===== config.mk =====
export PLATFORM = sky130hd
export DESIGN_NAME = btn_conditioner
export DESIGN_NICKNAME = d
export VERILOG_FILES = /design/src/rtl/btn_pkg.sv /design/src/rtl/btn_debounce_ch.sv /design/src/rtl/btn_conditioner.sv
export SDC_FILE = /design/constraint.sdc
export NUM_CORES = 1
export LEC_CHECK = 0
export BUFFER_PORTS_ARGS = -buffer_cell sky130_fd_sc_hd__buf_2
export CORE_UTILIZATION = 45
export CTS_CLUSTER_SIZE = 12
export DETAILED_ROUTE_END_ITERATION = 16
export PLACE_DENSITY_LB_ADDON = 0.12
export SKIP_LAST_GASP = 1
export SLEW_MARGIN = 20
export SYNTH_ARGS = -nofsm -noshare
export SYNTH_HDL_FRONTEND = slang
export SYNTH_SLANG_ARGS = --single-unit

===== constraint.sdc =====
create_clock -name ClkPort -period 28.8 [get_ports ClkPort]
set_clock_uncertainty 0.15 [all_clocks]
set_input_delay 2.88 -clock ClkPort [delete_from_list [all_inputs] [get_ports ClkPort]]
set_output_delay 2.88 -clock ClkPort [all_outputs]
set_load 0.03 [all_outputs]

===== src/rtl/btn_pkg.sv =====
// Shared encodings for the button conditioner: per-channel FSM states and repeat phase.
package btn_pkg;

    typedef logic [1:0] state_t;

    localparam state_t ST_IDLE    = 2'd0;
    localparam state_t ST_ARM     = 2'd1;
    localparam state_t ST_PRESSED = 2'd2;
    localparam state_t ST_DISARM  = 2'd3;

    localparam logic PH_HOLD   = 1'b0;
    localparam logic PH_REPEAT = 1'b1;

endpackage


===== src/rtl/btn_debounce_ch.sv =====
// One button channel: 2-flop synchroniser, debounce FSM with press/release counter,
// and a hold counter that generates auto-repeat pulses while the button stays pressed.
module btn_debounce_ch
    import btn_pkg::*;
#(
    parameter int DEBOUNCE_CYCLES = 1000000,
    parameter int HOLD_CYCLES     = 50000000,
    parameter int REPEAT_CYCLES   = 10000000,
    parameter int REPEAT_EN       = 1,
    parameter int CNT_W           = 26
) (
    input  logic ClkPort,
    input  logic Reset,
    input  logic raw,
    output logic level,
    output logic pulse,
    output logic pulse_nxt
);

    localparam logic [CNT_W-1:0] DEB_TERM  = CNT_W'(DEBOUNCE_CYCLES - 1);
    localparam logic [CNT_W-1:0] HOLD_TERM = CNT_W'(HOLD_CYCLES - 1);
    localparam logic [CNT_W-1:0] RPT_TERM  = CNT_W'(REPEAT_CYCLES - 1);
    localparam logic [CNT_W-1:0] CNT_ONE   = CNT_W'(1);

    logic             r_meta;
    logic             r_sync;
    state_t           r_state;
    state_t           w_state_nxt;
    logic [CNT_W-1:0] r_cnt;
    logic [CNT_W-1:0] w_cnt_nxt;
    logic [CNT_W-1:0] r_hold;
    logic [CNT_W-1:0] w_hold_nxt;
    logic [CNT_W-1:0] w_hold_term;
    logic             r_phase;
    logic             w_phase_nxt;
    logic             r_level;
    logic             w_level_nxt;
    logic             r_pulse;
    logic             w_pulse_nxt;

    // NOTE: raw is asynchronous; only r_sync (second flop) may feed any decision logic.
    always_ff @(posedge ClkPort or posedge Reset) begin
        if (Reset) begin
            r_meta  <= 1'b0;
            r_sync  <= 1'b0;
            r_state <= ST_IDLE;
        end else begin
            r_meta  <= raw;
            r_sync  <= r_meta;
            r_state <= w_state_nxt;
        end
    end

    always_comb begin
        w_state_nxt = r_state;
        case (r_state)
            ST_IDLE:    if (r_sync) w_state_nxt = ST_ARM;
            ST_ARM:     if (!r_sync) w_state_nxt = ST_IDLE;
                        else if (r_cnt == DEB_TERM) w_state_nxt = ST_PRESSED;
            ST_PRESSED: if (!r_sync) w_state_nxt = ST_DISARM;
            ST_DISARM:  if (r_sync) w_state_nxt = ST_PRESSED;
                        else if (r_cnt == DEB_TERM) w_state_nxt = ST_IDLE;
            default:    w_state_nxt = ST_IDLE;
        endcase
    end

    assign w_hold_term = (r_phase == PH_HOLD) ? HOLD_TERM : RPT_TERM;

    // NOTE: every comb output gets a default first so no path leaves a latch behind.
    always_comb begin
        w_cnt_nxt   = r_cnt;
        w_hold_nxt  = r_hold;
        w_phase_nxt = r_phase;
        w_level_nxt = r_level;
        w_pulse_nxt = 1'b0;
        case (r_state)
            ST_IDLE: begin
                w_level_nxt = 1'b0;
                w_cnt_nxt   = r_sync ? CNT_ONE : '0;
            end
            ST_ARM: begin
                if (!r_sync) begin
                    w_cnt_nxt = '0;
                end else if (r_cnt == DEB_TERM) begin
                    w_cnt_nxt   = '0;
                    w_level_nxt = 1'b1;
                    w_pulse_nxt = 1'b1;
                    w_hold_nxt  = '0;
                    w_phase_nxt = PH_HOLD;
                end else begin
                    w_cnt_nxt = r_cnt + 1'b1;
                end
            end
            ST_PRESSED: begin
                w_level_nxt = 1'b1;
                if (!r_sync) begin
                    w_cnt_nxt = CNT_ONE;
                end else if (REPEAT_EN != 0) begin
                    if (r_hold == w_hold_term) begin
                        w_pulse_nxt = 1'b1;
                        w_hold_nxt  = '0;
                        w_phase_nxt = PH_REPEAT;
                    end else begin
                        w_hold_nxt = r_hold + 1'b1;
                    end
                end
            end
            ST_DISARM: begin
                // A release bounce restarts the hold timing from scratch, silently.
                if (r_sync) begin
                    w_cnt_nxt   = '0;
                    w_hold_nxt  = '0;
                    w_phase_nxt = PH_HOLD;
                end else if (r_cnt == DEB_TERM) begin
                    w_cnt_nxt   = '0;
                    w_level_nxt = 1'b0;
                end else begin
                    w_cnt_nxt = r_cnt + 1'b1;
                end
            end
            default: begin
                w_cnt_nxt   = '0;
                w_level_nxt = 1'b0;
            end
        endcase
    end

    // NOTE: sequential state uses non-blocking assignments so all flops update together.
    always_ff @(posedge ClkPort or posedge Reset) begin
        if (Reset) begin
            r_cnt   <= '0;
            r_hold  <= '0;
            r_phase <= PH_HOLD;
            r_level <= 1'b0;
            r_pulse <= 1'b0;
        end else begin
            r_cnt   <= w_cnt_nxt;
            r_hold  <= w_hold_nxt;
            r_phase <= w_phase_nxt;
            r_level <= w_level_nxt;
            r_pulse <= w_pulse_nxt;
        end
    end

    assign level     = r_level;
    assign pulse     = r_pulse;
    assign pulse_nxt = w_pulse_nxt;

endmodule


===== src/rtl/btn_conditioner.sv =====
// Button input conditioner: N_BTN independent debounce channels plus a registered
// any_pulse that rises in the same cycle as the per-channel pulses.
module btn_conditioner
    import btn_pkg::*;
#(
    parameter int N_BTN           = 5,
    parameter int DEBOUNCE_CYCLES = 1000000,
    parameter int HOLD_CYCLES     = 50000000,
    parameter int REPEAT_CYCLES   = 10000000,
    parameter int REPEAT_EN       = 1,
    parameter int CNT_W           = 26
) (
    input  logic             ClkPort,
    input  logic             Reset,
    input  logic [N_BTN-1:0] btn_raw,
    output logic [N_BTN-1:0] btn_level,
    output logic [N_BTN-1:0] btn_pulse,
    output logic             any_pulse
);

    logic [N_BTN-1:0] w_pulse_nxt;
    logic             r_any;

    for (genvar g = 0; g < N_BTN; g++) begin : g_ch
        btn_debounce_ch #(
            .DEBOUNCE_CYCLES (DEBOUNCE_CYCLES),
            .HOLD_CYCLES     (HOLD_CYCLES),
            .REPEAT_CYCLES   (REPEAT_CYCLES),
            .REPEAT_EN       (REPEAT_EN),
            .CNT_W           (CNT_W)
        ) u_ch (
            .ClkPort   (ClkPort),
            .Reset     (Reset),
            .raw       (btn_raw[g]),
            .level     (btn_level[g]),
            .pulse     (btn_pulse[g]),
            .pulse_nxt (w_pulse_nxt[g])
        );
    end

    // OR the next-cycle pulses so any_pulse lines up with btn_pulse, not one cycle later.
    always_ff @(posedge ClkPort or posedge Reset) begin
        if (Reset) r_any <= 1'b0;
        else       r_any <= |w_pulse_nxt;
    end

    assign any_pulse = r_any;

endmodule


# Word level (Yosys, flattened, before mapping)

Cells that the tools add are included.

Logic and storage cells: 337
Input port bits: 7
Register bits after elaboration: 296
Output and inout port bits: 11

Reductions and logical operators: 31
Multiplexer cells: 175
Add/sub/neg operators: 10
Equal/unequal tests: 80

Operators by type and width:

| kind                                                                    | count |
|---|---|
| 26-bit two-way mux                                                      | 50 |
| 26-bit case mux with 4 select lines                                     | 5 |
| 26-bit case mux with 3 select lines                                     | 5 |
| 26-bit by 1-bit adder with 26-bit output, second input constant         | 10 |
| 26-bit by 20-bit equality test with 1-bit output, second input constant | 5 |
| 26-bit equality test                                                    | 5 |
| 2-bit by 1-bit != test with 1-bit output, second input constant         | 35 |
| 1-bit two-way mux                                                       | 65 |
| 2-bit two-way mux                                                       | 30 |
| 2-bit case mux with 4 select lines                                      | 5 |
| 4-bit AND reduction                                                     | 10 |
| 6-bit AND reduction                                                     | 5 |
| 5-bit AND reduction                                                     | 5 |
| 2-bit equality test, second input constant                              | 10 |
| 2-bit != test, second input constant                                    | 10 |
| 1-bit case mux with 4 select lines                                      | 5 |
| 3-bit by 1-bit != test with 1-bit output, second input constant         | 5 |
| 3-bit != test, second input constant                                    | 5 |
| 1-bit case mux with 3 select lines                                      | 5 |
| 3-bit nonzero test                                                      | 5 |
| 2-bit by 1-bit equality test with 1-bit output, second input constant   | 5 |
| 2-bit zero test                                                         | 5 |
| 1-bit case mux with 2 select lines                                      | 5 |
| 5-bit OR reduction                                                      | 1 |

# Longest topological paths before layout

Gate-level depths: netlist of run 1.

Depth in word-level cells: 6
Mapped depth: 10
Depth with buffers taken out: 8

# By module

Synthesis of run 1 repeated with hierarchy kept, for this count alone.

Cells, all modules: 1807
Area total of the unflattened synthesis: 16841.2 um^2

Modules (own cells, without submodules):

| module                              | instances | cells an instance | area each (um^2) | seq. area each (um^2) |
|---|---|---|---|---|
| btn_debounce_ch at g_ch[0].u_ch ... | 4         | 362               | 3373.2           | 1476.4 |
| btn_debounce_ch at g_ch[4].u_ch     | 1         | 354               | 3306.9           | 1476.4 |
| btn_conditioner                     | 1         | 5                 | 41.3             | 25.0 |

# Worst setup path before layout of run 1

No wires, ideal clock.

Kind: register to output
Start point: reg g_ch[3].u_ch.r_level
End point: out btn_level[3]
Buffers on the path: 1
Arrival time: 0.529 ns
Data required time: 25.770 ns
Stages on the path, launching flop included: 2
Path slack: 25.241 ns
Path through: dfrtp_1 buf_4

RTL lines:

| item                     | line                   | source |
|---|---|---|
| start: declaration       | btn_debounce_ch.sv:36  | `logic r_level;` |
| start signal: assignment | btn_debounce_ch.sv:140 | `r_level <= w_level_nxt;` |
| end: declaration         | btn_conditioner.sv:16  | `output logic [N_BTN-1:0] btn_level,` |

No word-level cell between the ends.

# Worst setup path after layout of run 1

Start point: reg g_ch[3].u_ch.r_level
End point: out btn_level[3]

No word-level cell between the ends.

==> metrics.txt, run 1 <==
status completed; area occupied by multi-input gates 8960 um^2; Die Area 38600 um^2; Vias 14515; chip height 196 um; Gates resized, CTS repair 0; Bufs on Longest Clock Path 3; IO Count 18; crit path DAT 1.13 ns; IO buf count 17; crit path cell chain buf_2; synthesized area 17000 um^2; max-slew violation count 0; commonest cells after routing, fill and taps aside 296 x dfrtp_1, 204 x o21ai_0, 191 x nand2_1; FMAX 0.240 GHz; CP Buf/Inv Count 1; GRT Total Usage 21.1%; Num CTS Buffers 37; non-filler cells, final 2445; minimum clock period 4.16 ns; PwrDens 75.4 nW/um^2; CP Launch Type flip-flop; WHS 0.200 ns; TNS Setup 0 ns; Max Cap Viol 0; vias in the first global route 14030; pre-CTS setup slack 23.74 ns; maximum net fanout on the critical path 3; WS Path Type flip-flop to output port; CTS H-tree depth 2; Initial Util 46.1%; DR pass1 iterations 5; routed len/inst 16.3 um; number of fill cells 3430; clock latency on the worst-skew pair 0.53 ns; Syn Area/Cell 8.74 um^2; Seq cells post-synth 296; initial antenna violation count 0; clk sinks 296; Rows 70; placed cells 2379; Peak VDD IR 0.0622 mV; TritonCTS clock tree yes; final setup vio count 0; Mapped Cells 1945; Unique masters post-synth 80; Seq/Total Area, Yosys 43.6%; most common cell after layout, fill and taps aside dfrtp_1; Setup crit end kind output port; period utilization 14.4%; worst-margin pin slew 1.04 ns; Placer Congestion 0.841; total core area 36900 um^2; DR vias/cell 5.94; EDFF count, synth 0; Reg clk slew, reported paths 0.06 ns; CP top delay family flip-flops; crit-path max cell delay 0.37 ns; Syn. warnings 0; CTS hold repair buffers 0; largest net degree at the start of global routing 150; net count after synthesis 1987; # DRC 0; FF+latch area 7410 um^2; Final Hold Fails 0; Die X 196 um; Post-CTS Repair Setup Buffers 0; P_leak 7.51 nW; final worst setup slack 24.64 ns; share of flip-flops with an asynchronous set or reset 100%; Post-Layout Inst Area 18700 um^2; final net count 1956; slowest CP cell dfrtp_1; clk root buf clkbuf_16; post-DP HPWL 25.8 mm; Main synth FF type dfrtp_1; RSZ-0062 raised after global routing false; share of cells above drive strength 1 6.44%; synth-to-layout area growth 9.74%; post-route ant nets 0; drt first-iter violations 947; worst rel slew slack 30.0%; Worst Path Required 25.77 ns; GRT overflow 0; first-pass GRT wire length 68.8 mm; placed cell areas 17400 um^2; WL final 39.8 mm; type of the worst min-delay path flip-flop to flip-flop
-- routing by layer --
metal	up-vias	track usage (%)	part of all wire [%]
met1	7039	29.5	49
met4	0	5.44	1.6
met3	51	3.20	3.5
met5	-	0	0
li1	7172	-	-
met2	253	34.2	46
-- through the flow --
stage	utilization [%]	power [mW]
6_report	50.6	1.41
5_1_grt	50.6	1.50
4_1_cts	50.6	1.42
3_5_place_dp	47.1	0.932
3_3_place_gp	47.1	0.922
2_1_floorplan	-	0.834
-- synth_stat cells, drive strengths merged (4+ instances only) --
cell type	n	area, um^2
xnor2	19	166
nor4	38	250
or3	29	186
o211ai	5	37.5
nor3	63	315
a211oi	9	90.1
and3	51	319
nand3	128	641
mux2	6	67.6
dfrtp	296	7410
nand4b	5	43.8
nor2	158	596
o21a	18	135
and2	19	119
o41ai	12	105
mux2i	9	90.1
nand2b	24	150
ha	35	438
a31oi	28	175
nand2	192	723
a21o	14	105
o2bb2ai	4	35.0
a2111oi	4	60.1
clkbuf	70	263
or4	15	113
a22o	20	175
a21oi	77	385
a2bb2oi	20	175
a211o	4	35.0
nor4b	15	150
or2	11	68.8
buf	26	176
nor2b	7	43.8
inv	54	203
a22oi	14	105
and4	24	210
nor3b	5	37.5
o22ai	6	37.5
nor4bb	5	50.1
o31ai	42	315
nand4	79	494
xor2	35	307
o21ai	210	1050
nand3b	4	30.0
-- final cells by class --
type	count	share of cell area (%)
diodes	1	0.0134
inverters	56	1.19
well taps	504	3.38
clock inverters	9	0.664
flip-flops and latches	296	39.7
repair buffers	26	0.818
multi-input cells	1497	48.0
clock buffers	56	6.21
-- sequential cells by signal, indices dropped and copies added, names as in the netlist, named ones only --
signal / cells
g_ch.u_ch.r_phase: 5
g_ch.u_ch.r_state: 5
any_pulse: 1
g_ch.u_ch.r_meta: 5
g_ch.u_ch.r_hold: 130
g_ch.u_ch.r_cnt: 130
g_ch.u_ch.level: 5
g_ch.u_ch.r_sync: 5
g_ch.u_ch.pulse: 5
-- path summary, 6_finish.rpt --
| path | startpoint | endpoint | slack [ns] | cells after the start |
|---|---|---|---|---|
| max in group asynchronous | Reset | g_ch[2].u_ch.r_phase | 24.65 | 3 |
| worst max-delay path | g_ch[3].u_ch.level | btn_level[3] | 24.64 | 1 |
| min in group asynchronous | Reset | any_pulse | 2.36 | 2 |
| worst min register to register | g_ch[4].u_ch.r_meta | g_ch[4].u_ch.r_sync | 0.20 | 0 |
| worst max register to register | g_ch[4].u_ch.r_state[0] | g_ch[4].u_ch.r_hold[23] | 25.50 | 6 |
| worst min-delay path | g_ch[4].u_ch.r_meta | g_ch[4].u_ch.r_sync | 0.20 | 0 |
-- kinds of logic after synthesis --
kind of cell | share of synthesized area, %
multiplexers | 0.927
AND/OR/NAND/NOR | 27.2
buffers and inverters | 3.82
XOR/XNOR | 2.78
flip-flops | 43.6
AO/OA/AOI/OAI | 19.2
adder cells (fa/ha/maj) | 2.58
-- power breakdown --
group / switching (mW) / leakage, nW / total [mW] / internal (mW)
clock network: 0.180 / 0.639 / 0.484 / 0.304
logic: 0.314 / 2.81 / 0.453 / 0.139
registers: 0.0274 / 4.06 / 0.471 / 0.444
Note: power is estimated with default switching activity, not from simulation.
==> run 2, diff against run 1 <==
Clock period 28.8 ns to 3.7 ns, I/O delays scaled along.
==> metrics.txt, run 2 (synthesis results as in run 1) <==
Max Cap Viol 0 (unchanged); total power 11.2 mW (+690%); crit path cell chain nor4_1 -> nand4_1 -> or3_1 -> a211oi_4 -> nand2_2 -> o41ai_1; max-slew violation count 0 (unchanged); initial antenna violation count 0 (unchanged); final net count 1983 (+1.4%); Bufs on Longest Clock Path 3 (unchanged); worst rel slew slack 29.1% (-0.89 points); Num CTS Buffers 36 (-2.7%); commonest cells after routing, fill and taps aside 296 x dfrtp_1, 204 x o21ai_0, 191 x nand2_1; largest net degree at the start of global routing 67 (-55%); Reg clk slew, reported paths 0.06 ns (about the same); chip height 196 um (unchanged); type of the worst min-delay path flip-flop to flip-flop; Die X 196 um (unchanged); Final Hold Fails 0 (unchanged); Initial Util 46.1% (unchanged); DR vias/cell 5.94 (about the same); PwrDens 590 nW/um^2 (+680%); slowest CP cell or3_1; P_leak 7.65 nW (+1.8%); IO Count 18 (unchanged); Die Area 38600 um^2 (unchanged); IO buf count 17 (unchanged); Largest regs g_ch.u_ch.r_cnt: 130 flops, g_ch.u_ch.r_hold: 130 flops; RSZ-0062 raised after global routing false; clk sinks 296 (unchanged); status completed; # DRC 0 (unchanged); TritonCTS clock tree yes; pre-CTS setup slack 0.639 ns (-23.10 ns); maximum net fanout on the critical path 19 (+16); DR pass1 iterations 5 (unchanged); GRT Total Usage 21.5% (+0.37 points); total core area 36900 um^2 (unchanged); final setup vio count 0 (unchanged); synth-to-layout area growth 11.2%; clock latency on the worst-skew pair 0.54 ns (about the same); crit path DAT 3.32 ns (+2.19 ns); clk root buf clkbuf_16; post-DP HPWL 26.6 mm (+3.0%); CTS H-tree depth 2 (unchanged); post-route ant nets 0 (unchanged); number of fill cells 3462 (+0.93%); CP top delay family simple AND/OR/NAND/NOR gates; CP Buf/Inv Count 0 (-1); WL final 40.0 mm (+0.70%); worst-margin pin slew 1.06 ns (+0.0190 ns); FMAX 0.326 GHz; routed len/inst 16.2 um (-0.28%); share of cells above drive strength 1 7.18% (+0.73 points); WS Path Type flip-flop to flip-flop; crit-path max cell delay 0.54 ns (+0.17 ns); ant diodes 0 (-1); most common cell after layout, fill and taps aside dfrtp_1; Setup crit end kind flip-flop; Peak VDD IR 0.610 mV (+880%); minimum clock period 3.07 ns; Worst Path Required 3.95 ns (-21.82 ns); CP Launch Type flip-flop; GRT overflow 0 (unchanged); final worst setup slack 0.632 ns (-24.01 ns); Placer Congestion 0.852 (+1.3%); period utilization 82.9%; drt first-iter violations 950 (+0.32%); Rows 70 (unchanged); first-pass GRT wire length 69.5 mm (+1.1%); vias in the first global route 14062 (+0.23%); Vias 14663 (+1.0%); Gates resized, CTS repair 0 (unchanged)
[run 2: per-stage QoR]
step	setup TNS, ns	hold slack, ns	util (%)	instances	instance area (um^2)
CTS	0	0.204	51.3	2469	18900
finish	0	0.201	51.3	2469	18900
floorplan	-222.33	0.181	-	1945	17000
detailed placement	0	0.191	47.7	2401	17600
global route	0	0.207	51.3	2469	18900
global placement	0	0.185	47.7	2401	17600
[run 2: final cells by class]
cell class / count / area [um^2] / share of cell area [%]
Multi-Input combinational cell: 1497 / 8960 / 47.4
Sequential cell: 296 / 7410 / 39.2
Clock buffer: 52 / 1070 / 5.67
Tap cell: 504 / 631 / 3.33
Timing Repair Buffer: 54 / 428 / 2.26
Inverter: 56 / 214 / 1.13
Clock inverter: 10 / 200 / 1.06
[run 2: final timing paths]
check / startpoint / end / slack (ns) / cells after the start
min: g_ch[0].u_ch.r_meta / g_ch[0].u_ch.r_sync / 0.20 / 0
min reg2reg: g_ch[0].u_ch.r_meta / g_ch[0].u_ch.r_sync / 0.20 / 0
max in group asynchronous: Reset / g_ch[4].u_ch.r_cnt[14] / 2.17 / 4
max reg2reg: g_ch[2].u_ch.r_cnt[10] / g_ch[2].u_ch.r_hold[22] / 0.63 / 6
max: g_ch[2].u_ch.r_cnt[10] / g_ch[2].u_ch.r_hold[22] / 0.63 / 6
min in group asynchronous: Reset / g_ch[3].u_ch.r_cnt[25] / 0.39 / 3
[run 2: layer usage]
layer  global-route usage [%]  routed length (um)
met5                        0                   0
met1                     29.8               19400
met2                     34.7               18500
met4                     6.57                 689
met3                     3.15                1460
[run 2: report_power, final]
group | internal [mW] | switching, mW
clock network | 2.42 | 1.38
registers | 3.45 | 0.221
logic | 1.21 | 2.48
[run 2: timing repair]
action | in CTS | in global routing
setup buffers | 0 | 0
hold buffers | 6 | 0
endpoints found under the hold margin | 29 | 0
==> run 3, diff against run 2 <==
Settings changed: ABC_AREA set to 1.
Clock period 3.7 ns to 3 ns, I/O delays scaled along.
==> metrics.txt, run 3 <==
EDFF count, synth 0 (unchanged); total core area 44400 um^2 (+20%); synthesized area 20300 um^2 (+20%); final net count 3121 (+57%); post-DP HPWL 37.0 mm (+39%); worst rel slew slack 41.1% (+12 points); PwrDens 591 nW/um^2 (+0.14%); Die X 215 um (+9.2%); Main synth FF type dfrtp_1; routed len/inst 14.1 um (-13%); type of the worst min-delay path primary input to async pin; # DRC 0 (unchanged); crit path DAT 2.86 ns (-0.46 ns); Post-CTS Repair Setup Buffers 0 (unchanged); GRT Total Usage 22.8% (+1.4 points); GRT overflow 0 (unchanged); post-route ant nets 0 (unchanged); slowest CP cell clkinv_2; Max Cap Viol 0 (unchanged); pre-CTS setup slack 0.420 ns (-0.219 ns); largest net degree at the start of global routing 135 (+100%); DR vias/cell 5.25 (-12%); WHS 0.0783 ns (-0.122 ns); CTS hold repair buffers 6 (unchanged); clock latency on the worst-skew pair 0.56 ns (+0.02 ns); top cells by area, synth dfrtp_1 36%, nand2_1 16%, nor2_1 9.0%; placed cells 3625 (+51%); Rows 77 (+10%); WS Path Type flip-flop to flip-flop; Placer Congestion 0.925 (+8.5%); drt first-iter violations 1408 (+48%); final setup vio count 0 (unchanged); Seq cells post-synth 296 (unchanged); IO buf count 17 (unchanged); first-pass GRT wire length 89.3 mm (+28%); P_leak 9.79 nW (+28%); ant diodes 0 (unchanged); DR pass1 iterations 5 (unchanged); Seq/Total Area, Yosys 36.4% (-7.1 points); Bufs on Longest Clock Path 3 (unchanged); max-slew violation count 0 (unchanged); Num CTS Buffers 38 (+5.6%); Die Area 46000 um^2 (+19%); CP Launch Type flip-flop; Setup crit end kind flip-flop; share of cells above drive strength 1 5.31% (-1.9 points); period utilization 86.3% (+3.4 points); CTS H-tree depth 2 (unchanged); Peak VDD IR 0.604 mV (-0.95%); FMAX 0.386 GHz (+18%); Syn Area/Cell 6.62 um^2 (-24%); Initial Util 45.8% (-0.35 points); WL final 52.0 mm (+30%); commonest cells after routing, fill and taps aside 889 x nand2_1, 486 x nor2_1, 326 x inv_1; CP top delay family buffers and inverters; vias in the first global route 18128 (+29%); Mapped Cells 3070 (+58%); Post-synth top cells 889 x nand2_1, 486 x nor2_1, 327 x inv_1, 325 x nand3_1, 296 x dfrtp_1; TritonCTS clock tree yes; status completed; IO Count 18 (unchanged); share of flip-flops with an asynchronous set or reset 100% (unchanged); top-count cell post-synth nand2_1; initial antenna violation count 0 (unchanged); Yosys top cell by area dfrtp_1; Final Hold Fails 0 (unchanged); RSZ-0062 raised after global routing false; crit path cell chain inv_1 -> ha_1 -> inv_1 -> o21ai_0 -> a211oi_1 -> nand2_2 -> clkinv_2 -> nand3_1 -> o21ai_0; maximum net fanout on the critical path 37 (+18); net count after synthesis 3112 (+57%); Unique masters post-synth 49 (-39%); TNS Setup 0 ns (unchanged); clk root buf clkbuf_16; minimum clock period 2.59 ns (-0.479 ns); chip height 215 um (+9.2%); Syn. warnings 0 (unchanged); clk sinks 296 (unchanged); Reg clk slew, reported paths 0.06 ns (about the same); worst-margin pin slew 0.881 ns (-0.179 ns); final worst setup slack 0.411 ns (-0.221 ns); Gates resized, CTS repair 0 (unchanged); post-synth top area share 36.4% (-7.1 points); crit-path max cell delay 0.50 ns (-0.04 ns); most common cell after layout, fill and taps aside nand2_1; Largest regs g_ch.u_ch.r_cnt: 130 flops, g_ch.u_ch.r_hold: 130 flops; synth-to-layout area growth 9.41%; non-filler cells, final 3698 (+50%); Worst Path Required 3.27 ns (-0.68 ns); CP Buf/Inv Count 3 (+3); Vias 19406 (+32%)
==> run 3: cell count changes after synthesis, sizes merged, moves of 31 or more <==
cell    previous run  this run
a21oi             77        45
and3              51         0
buf               26        57
clkbuf            70        19
inv               54       340
nand2            192       894
nand3            128       331
nor2             158       504
nor3              63       113
nor4              38         7
o21ai            210       158
o31ai             42         1
xor2              35       100
==> run 3: report_power, final <==
| group | internal [mW] | total, mW | switching (mW) | leakage, nW |
|---|---|---|---|---|
| sequential | 4.27 | 4.59 | 0.315 | 4.06 |
| clock | 2.88 | 4.71 | 1.83 | 0.633 |
| combinational | 0.970 | 3.85 | 2.88 | 5.09 |
==> run 3: final cells by class <==
type	instances	area (um^2)
clock inverters	13	149
fillers	4519	22200
multi-input cells	2355	11200
flip-flops and latches	296	7410
inverters	343	1300
well taps	592	741
clock buffers	54	1130
repair buffers	45	335
==> run 3: worst reg2reg max path, delay by kind of cell, from the launching register on <==
family / cells / cell delay, ns
AND/OR/NAND/NOR: 2 / 0.56
flip-flops: 1 / 0.40
adder cells (fa/ha/maj): 1 / 0.24
buffers and inverters: 3 / 0.76
AO/OA/AOI/OAI: 3 / 0.33
==> run 3: routing by layer <==
metal | vias to the layer above | global-route usage (%) | routed length, um
li1 | 9846 | - | -
met1 | 9050 | 32.9 | 25700
met2 | 438 | 36.0 | 22900
met3 | 72 | 3.32 | 2440
met4 | 0 | 5.50 | 980
met5 | - | 0 | 0
==> run 3: cell families (layout without fill, tap and decap cells) <==
logic type | count (synthesis) | after routing | share of synthesized area, %
AO/OA/AOI/OAI | 249 | 249 | 6.68
AND/OR/NAND/NOR | 1949 | 1949 | 40.9
XOR/XNOR | 122 | 122 | 5.26
buffers and inverters | 419 | 455 | 8.57
flip-flops | 296 | 296 | 36.4
adder cells (fa/ha/maj) | 35 | 35 | 2.15
==> run 3: path summary, 6_finish.rpt <==
path	start	end	slack (ns)	cells after the start
worst max-delay path	g_ch[2].u_ch.r_state[0]	g_ch[2].u_ch.r_hold[21]	0.41	9
min in group ClkPort	g_ch[4].u_ch.r_meta	g_ch[4].u_ch.r_sync	0.19	0
worst min register to register	g_ch[4].u_ch.r_meta	g_ch[4].u_ch.r_sync	0.19	0
worst min-delay path	Reset	g_ch[0].u_ch.r_cnt[2]	0.08	3
worst max register to register	g_ch[2].u_ch.r_state[0]	g_ch[2].u_ch.r_hold[21]	0.41	9
max in group asynchronous	Reset	g_ch[4].u_ch.r_hold[10]	1.62	4
==> run 3: metrics by stage <==
step	cell area [um^2]	util, %	total power [mW]
after floorplan	20300	-	7.71
after global placement	20900	47.1	8.45
after detailed placement	20900	47.1	8.51
after CTS	22200	50.1	13.3
after global routing	22200	50.1	14.0
final	22200	50.1	13.1
